$ cat src/rtl/sub_64bit_pipe_pkg.sv
// Shared widths and the generate/propagate combine cell for the pipelined subtractor.
package sub_64bit_pipe_pkg;

  localparam int unsigned SUB_WIDTH = 64;
  localparam int unsigned SUB_SPLIT = 32;

  typedef struct packed {
    logic g;
    logic p;
  } gp_t;

  // Combine a more-significant group (hi) with a less-significant group (lo).
  function automatic gp_t cla_gen_prop(input gp_t hi, input gp_t lo);
    gp_t r;
    r.g = hi.g | (hi.p & lo.g);
    r.p = hi.p & lo.p;
    return r;
  endfunction

endpackage

$ cat src/rtl/sub_64bit_pipe_cla_slice.sv
// N-bit carry-lookahead adder slice: parallel-prefix generate/propagate tree with carry-in.
module sub_64bit_pipe_cla_slice
  import sub_64bit_pipe_pkg::*;
#(
  parameter int unsigned N = 32
) (
  input  logic [N-1:0] a,
  input  logic [N-1:0] b,
  input  logic         cin,
  output logic [N-1:0] sum,
  output logic         cout
);

  localparam int LVLS = (N > 1) ? $clog2(N) : 1;

  gp_t gp_bit [N];
  gp_t gp_pre [N];

  always_comb begin
    for (int i = 0; i < N; i++) begin
      gp_bit[i].g = a[i] & b[i];
      gp_bit[i].p = a[i] ^ b[i];
    end
    gp_pre = gp_bit;
    // Fold the carry-in into bit 0 so every prefix already includes it.
    gp_pre[0].g = gp_bit[0].g | (gp_bit[0].p & cin);
    // Descending index keeps gp_pre[i - span] at its previous-level value.
    for (int l = 0; l < LVLS; l++) begin
      for (int i = N - 1; i >= 0; i--) begin
        if (i >= (1 << l)) begin
          gp_pre[i] = cla_gen_prop(gp_pre[i], gp_pre[i - (1 << l)]);
        end
      end
    end
    sum    = '0;
    sum[0] = gp_bit[0].p ^ cin;
    for (int i = 1; i < N; i++) begin
      sum[i] = gp_bit[i].p ^ gp_pre[i-1].g;
    end
    cout = gp_pre[N-1].g;
  end

endmodule

$ cat src/rtl/sub_64bit_pipe.sv
// Two-stage pipelined subtractor D = A - B - borrow_in, computed as A + ~B + ~borrow_in,
// with valid/ready handshaking on both sides; low half resolves in s1, high half in s2.
module sub_64bit_pipe
  import sub_64bit_pipe_pkg::*;
#(
  parameter int unsigned WIDTH = SUB_WIDTH,
  parameter int unsigned SPLIT = SUB_SPLIT
) (
  input  logic             clk,
  input  logic             rst,
  input  logic             in_valid,
  output logic             in_ready,
  input  logic [WIDTH-1:0] in_a,
  input  logic [WIDTH-1:0] in_b,
  input  logic             in_borrow,
  output logic             out_valid,
  input  logic             out_ready,
  output logic [WIDTH-1:0] out_d,
  output logic             out_borrow,
  output logic             out_overflow
);

  localparam int unsigned HI_W = WIDTH - SPLIT;

  logic             vld_p1_q, vld_p1_d;
  logic [SPLIT-1:0] lo_p1_q, lo_p1_d;
  logic             clo_p1_q, clo_p1_d;
  logic [HI_W-1:0]  ahi_p1_q, ahi_p1_d;
  logic [HI_W-1:0]  bhi_p1_q, bhi_p1_d;

  logic             vld_p2_q, vld_p2_d;
  logic [WIDTH-1:0] d_p2_q, d_p2_d;
  logic             borrow_p2_q, borrow_p2_d;
  logic             ovf_p2_q, ovf_p2_d;

  logic [SPLIT-1:0] lo_sum;
  logic             lo_cout;
  logic [HI_W-1:0]  hi_sum;
  logic             hi_cout;
  logic             s2_adv;
  logic             accept;
  logic             s1_move;

  sub_64bit_pipe_cla_slice #(.N(SPLIT)) u_lo_slice (
    .a    (in_a[SPLIT-1:0]),
    .b    (~in_b[SPLIT-1:0]),
    .cin  (~in_borrow),
    .sum  (lo_sum),
    .cout (lo_cout)
  );

  sub_64bit_pipe_cla_slice #(.N(HI_W)) u_hi_slice (
    .a    (ahi_p1_q),
    .b    (~bhi_p1_q),
    .cin  (clo_p1_q),
    .sum  (hi_sum),
    .cout (hi_cout)
  );

  assign s2_adv   = ~vld_p2_q | out_ready;
  assign in_ready = ~vld_p1_q | s2_adv;
  assign accept   = in_valid & in_ready;
  assign s1_move  = vld_p1_q & s2_adv;

  always_comb begin
    vld_p1_d    = accept | (vld_p1_q & ~s2_adv);
    lo_p1_d     = lo_p1_q;
    clo_p1_d    = clo_p1_q;
    ahi_p1_d    = ahi_p1_q;
    bhi_p1_d    = bhi_p1_q;
    vld_p2_d    = s2_adv ? vld_p1_q : vld_p2_q;
    d_p2_d      = d_p2_q;
    borrow_p2_d = borrow_p2_q;
    ovf_p2_d    = ovf_p2_q;
    if (accept) begin
      lo_p1_d  = lo_sum;
      clo_p1_d = lo_cout;
      ahi_p1_d = in_a[WIDTH-1:SPLIT];
      bhi_p1_d = in_b[WIDTH-1:SPLIT];
    end
    if (s1_move) begin
      d_p2_d      = {hi_sum, lo_p1_q};
      borrow_p2_d = ~hi_cout;
      ovf_p2_d    = (ahi_p1_q[HI_W-1] ^ bhi_p1_q[HI_W-1]) & (hi_sum[HI_W-1] ^ ahi_p1_q[HI_W-1]);
    end
  end

  // Stage boundary s1: low-half sum and carry, raw upper operand halves.
  always_ff @(posedge clk) begin
    lo_p1_q  <= lo_p1_d;
    clo_p1_q <= clo_p1_d;
    ahi_p1_q <= ahi_p1_d;
    bhi_p1_q <= bhi_p1_d;
  end

  // Stage boundary s2: output registers, cleared by reset so outputs read zero.
  always_ff @(posedge clk or posedge rst) begin
    if (rst) begin
      vld_p1_q    <= 1'b0;
      vld_p2_q    <= 1'b0;
      d_p2_q      <= '0;
      borrow_p2_q <= 1'b0;
      ovf_p2_q    <= 1'b0;
    end else begin
      vld_p1_q    <= vld_p1_d;
      vld_p2_q    <= vld_p2_d;
      d_p2_q      <= d_p2_d;
      borrow_p2_q <= borrow_p2_d;
      ovf_p2_q    <= ovf_p2_d;
    end
  end

  assign out_valid    = vld_p2_q;
  assign out_d        = d_p2_q;
  assign out_borrow   = borrow_p2_q;
  assign out_overflow = ovf_p2_q;

endmodule
$ cat config.mk
export PLATFORM = sky130hd
export DESIGN_NAME = sub_64bit_pipe
export DESIGN_NICKNAME = d
export VERILOG_FILES = /design/src/rtl/sub_64bit_pipe_pkg.sv /design/src/rtl/sub_64bit_pipe_cla_slice.sv /design/src/rtl/sub_64bit_pipe.sv
export SDC_FILE = /design/constraint.sdc
export NUM_CORES = 1
export LEC_CHECK = 0
export ABC_AREA = 1
export BUFFER_PORTS_ARGS = -buffer_cell sky130_fd_sc_hd__clkbuf_2
export CAP_MARGIN = 40
export CORE_MARGIN = 2
export CORE_UTILIZATION = 37
export DETAILED_ROUTE_END_ITERATION = 12
export RECOVER_POWER = 100
export SETUP_SLACK_MARGIN = 0.05
export SLEW_MARGIN = 20
export SYNTH_ARGS = -nofsm -noshare
export SYNTH_HDL_FRONTEND = slang
export SYNTH_SLANG_ARGS = --single-unit
$ cat constraint.sdc
create_clock -name clk -period 2.75 [get_ports clk]
set_clock_uncertainty 0.1 [all_clocks]
set_input_delay 0.825 -clock clk [delete_from_list [all_inputs] [get_ports clk]]
set_output_delay 0.825 -clock clk [all_outputs]
set_load 0.02 [all_outputs]
==> flow_summary.yaml <==
logic_synthesis:
  syn-num-nets: 1525
  yosysTopAreaCellShare: 0.287
  ys_seq_area_frac: 0.454
  yosys.area.top_type: "edfxtp_1"
  yosys-top-cells-area: "edfxtp_1 (29%), nand2_1 (18%), dfrtp_1 (17%)"
  synth_edf_count: 97
  synth_seq_cells: 165
  ys.warnings.count: 0
  ys.flop_type: "edfxtp_1"
  synth_most_common_cell: "nand2_1"
  async_flop_share: 0.412
  syn_avg_cell_area_sq_um: 7.66
  synth.distinct_cells: 39
  syn_inst: 1326
  netlist_top_cells_count: "nand2_1 (500), inv_1 (241), edfxtp_1 (97)"
  syn_area_sq_mm: 0.0102
cells_and_area:
  final_nets: 1769
  post-route-util: 0.458
  syn2layout_area_growth_pct: 21.6
  drive_gt1_frac: 0.136
  antenna_cells: 0
timing:
  timing.hold.ws_ps: 341
  finalCriticalPeriod_ps: 2540
  rsz0062_at_grt: "false"
  fmax_ghz: 0.394
  final-setup-viol-count: 0
  drv_slew: 0
  hold_viol: 0
  worstMarginPinSlew_ps: 1390
  slew_headroom: 0.0709
  min_period_over_period: 0.923
critical_path:
  crit_arrival_ps: 2750
  cp-end-kind: "register"
  cp.required_ps: 2960
  cp-start-kind: "register"
  cpMostUsedCell: "nand2_1"
  critPathMaxFanout: 4
  critPathMaxStageDelay_ps: 480
  path_cells: "inv_1, fa_1, fa_1, inv_1, nand3_1, nand3_2, nand2_1, nand3_2, nand2_1, nand2_1, nand2_1, nand3_1, nand2_1"
  r2r_cells: 13
  timing.rr.end: "out_d[60]"
  slowest_stage: "fa_1"
  path_class: "reg2reg"
  reg2reg_from: "clo_p1_q"
  r2r_slack_ps: 210
global_route:
  grt_pass1_vias: 8826
  overflow: 0
  antenna_found_initial: 0
  grt_max_degree: 68
  grt_pass1_wl_um: 43700
  grtUsageTotal: 0.193
power_and_ir_drop:
  peakVddDrop_mv: 0.349
  leakage_uw: 0.00658
  power.total_uw: 7950
  power_density_mw_per_mm2: 643
floorplanning:
  die-area_sq_mm: 0.0288
  die_h_um: 170
  ioPinCount: 201
  fp.dieW_um: 170
  core_region_area_sq_mm: 0.0270
  initial_core_util: 0.377
  std_cell_rows: 60
hold_path:
  min_delay_path_depth: 2
  whs_endpoint: "out_d[23]"
  hp-start: "lo_p1_q[23]"
  holdCritPathClass: "reg2reg"
clock_network:
  clockRootBuffer: "clkbuf_16"
  cts-buffers-inserted: 17
  post_cts_buffers: 0
  clkTransAtPathRegs_ps: 80
  htreeDepth: 4
  tritoncts: "done"
  clk_latency_ps: 440
  cts.sinks: 165
  clock_path_buffers: 2
placed_design:
  routabilityCongestion: 0.902
  port_buffers: 200
  hpwl_um: 22100
drt:
  wire_per_inst_um: 14.2
  drc: 0
  wirelength_um: 27400
  drt_pre_antenna_iters: 5
  dr.first_iter.drc_count: 419
  ant_nets: 0
  via_count: 8831
  detail_route.vias_per_cell: 4.59
run:
  drv_cap: 0
status:
  outcome: "completed"
-- critical path, delay by kind of cell, from the launching register on --
family | cells | cell delay (ps)
simple gates | 9 | 810
flops | 1 | 350
buf+inv | 2 | 230
fa+ha+maj | 2 | 910
-- registers in the layout, indices dropped and copies added (netlist names) --
| register | cells |
|---|---|
| out_d | 64 |
| ahi_p1_q | 32 |
| bhi_p1_q | 32 |
| lo_p1_q | 32 |
| clo_p1_q | 1 |
| out_borrow | 1 |
| out_overflow | 1 |
| out_valid | 1 |
| vld_p1_q | 1 |
-- how the worst max path moves through the flow --
stage	slack (ps)	to	cells after the start	start
floorplan	-220	ahi_p1_q[0]	4	out_ready
global placement	-60	lo_p1_q[19]	12	in_b[12]
detailed placement	-90	lo_p1_q[30]	13	in_b[0]
CTS	110	out_d[60]	13	clo_p1_q
global route	70	out_d[60]	13	clo_p1_q
finish	210	out_d[60]	13	clo_p1_q
-- routing by layer --
layer,up-vias,global-route usage,wire length (um)
li1,4627,-,-
met2,211,0.343,13400
met3,38,0.0229,981
met4,0,0.0710,686
met5,-,0,0
met1,3955,0.241,12300
-- cell usage in the layout (no fill, tap or decap), drive strengths merged --
master and count:
a21boi 2, a21o 1, a21oi 50, a31oi 1, and2 3, and3 2
buf 29, clkbuf 224, clkinv 9, clkinvlp 1, dfrtp 68, dlymetal6s2s 1
dlymetal6s4s 1, edfxtp 97, fa 4, ha 62, inv 249, nand2 513
nand3 76, nand3b 9, nand4 9, nor2 85, nor3 10, nor4 2
o21a 1, o21ai 30, o21bai 8, or2 4, xnor2 11, xor2 21
-- power by group --
| group | internal [uW] | total (uW) | switching (uW) |
|---|---|---|---|
| clock network | 1250 | 2450 | 1200 |
| logic | 722 | 2220 | 1500 |
| registers | 3060 | 3280 | 218 |
-- stage by stage --
stage / setup WS (ps) / cells / cell area [sq um] / TNS [ps]
2_1_floorplan: -220 / 1326 / 10200 / -21360
3_3_place_gp: -56.4 / 1892 / 11900 / -212
3_5_place_dp: -90.5 / 1892 / 11900 / -473
4_1_cts: 111 / 1924 / 12500 / 0
5_1_grt: 74.4 / 1924 / 12400 / 0
6_report: 212 / 1924 / 12400 / 0
-- what timing repair did --
item / CTS / global route
gates resized for setup: 0 / 1
endpoints found under the setup margin: 0 / 2
hold buffers: 0 / 0
-- logic make-up (layout without fill, tap and decap cells) --
kind of cell	Yosys count	after routing	share of synthesized area
xor gates and xnor gates	32	32	0.0276
adders and majority gates	66	66	0.0842
DFF	165	165	0.454
buffers and inverters	257	514	0.0950
and+or+nand+nor	713	713	0.290
AOI/OAI and AO/OA	93	93	0.0492
-- cell type report --
cell class | instances | area (sq um)
clock inverter | 15 | 201
clock buffer | 17 | 425
fill | 2775 | 14600
sequential | 165 | 4610
tap | 341 | 427
multi-input combinational | 904 | 4570
timing repair buffer | 238 | 1190
inverter | 244 | 930
Note: power is estimated with default switching activity, not from simulation.
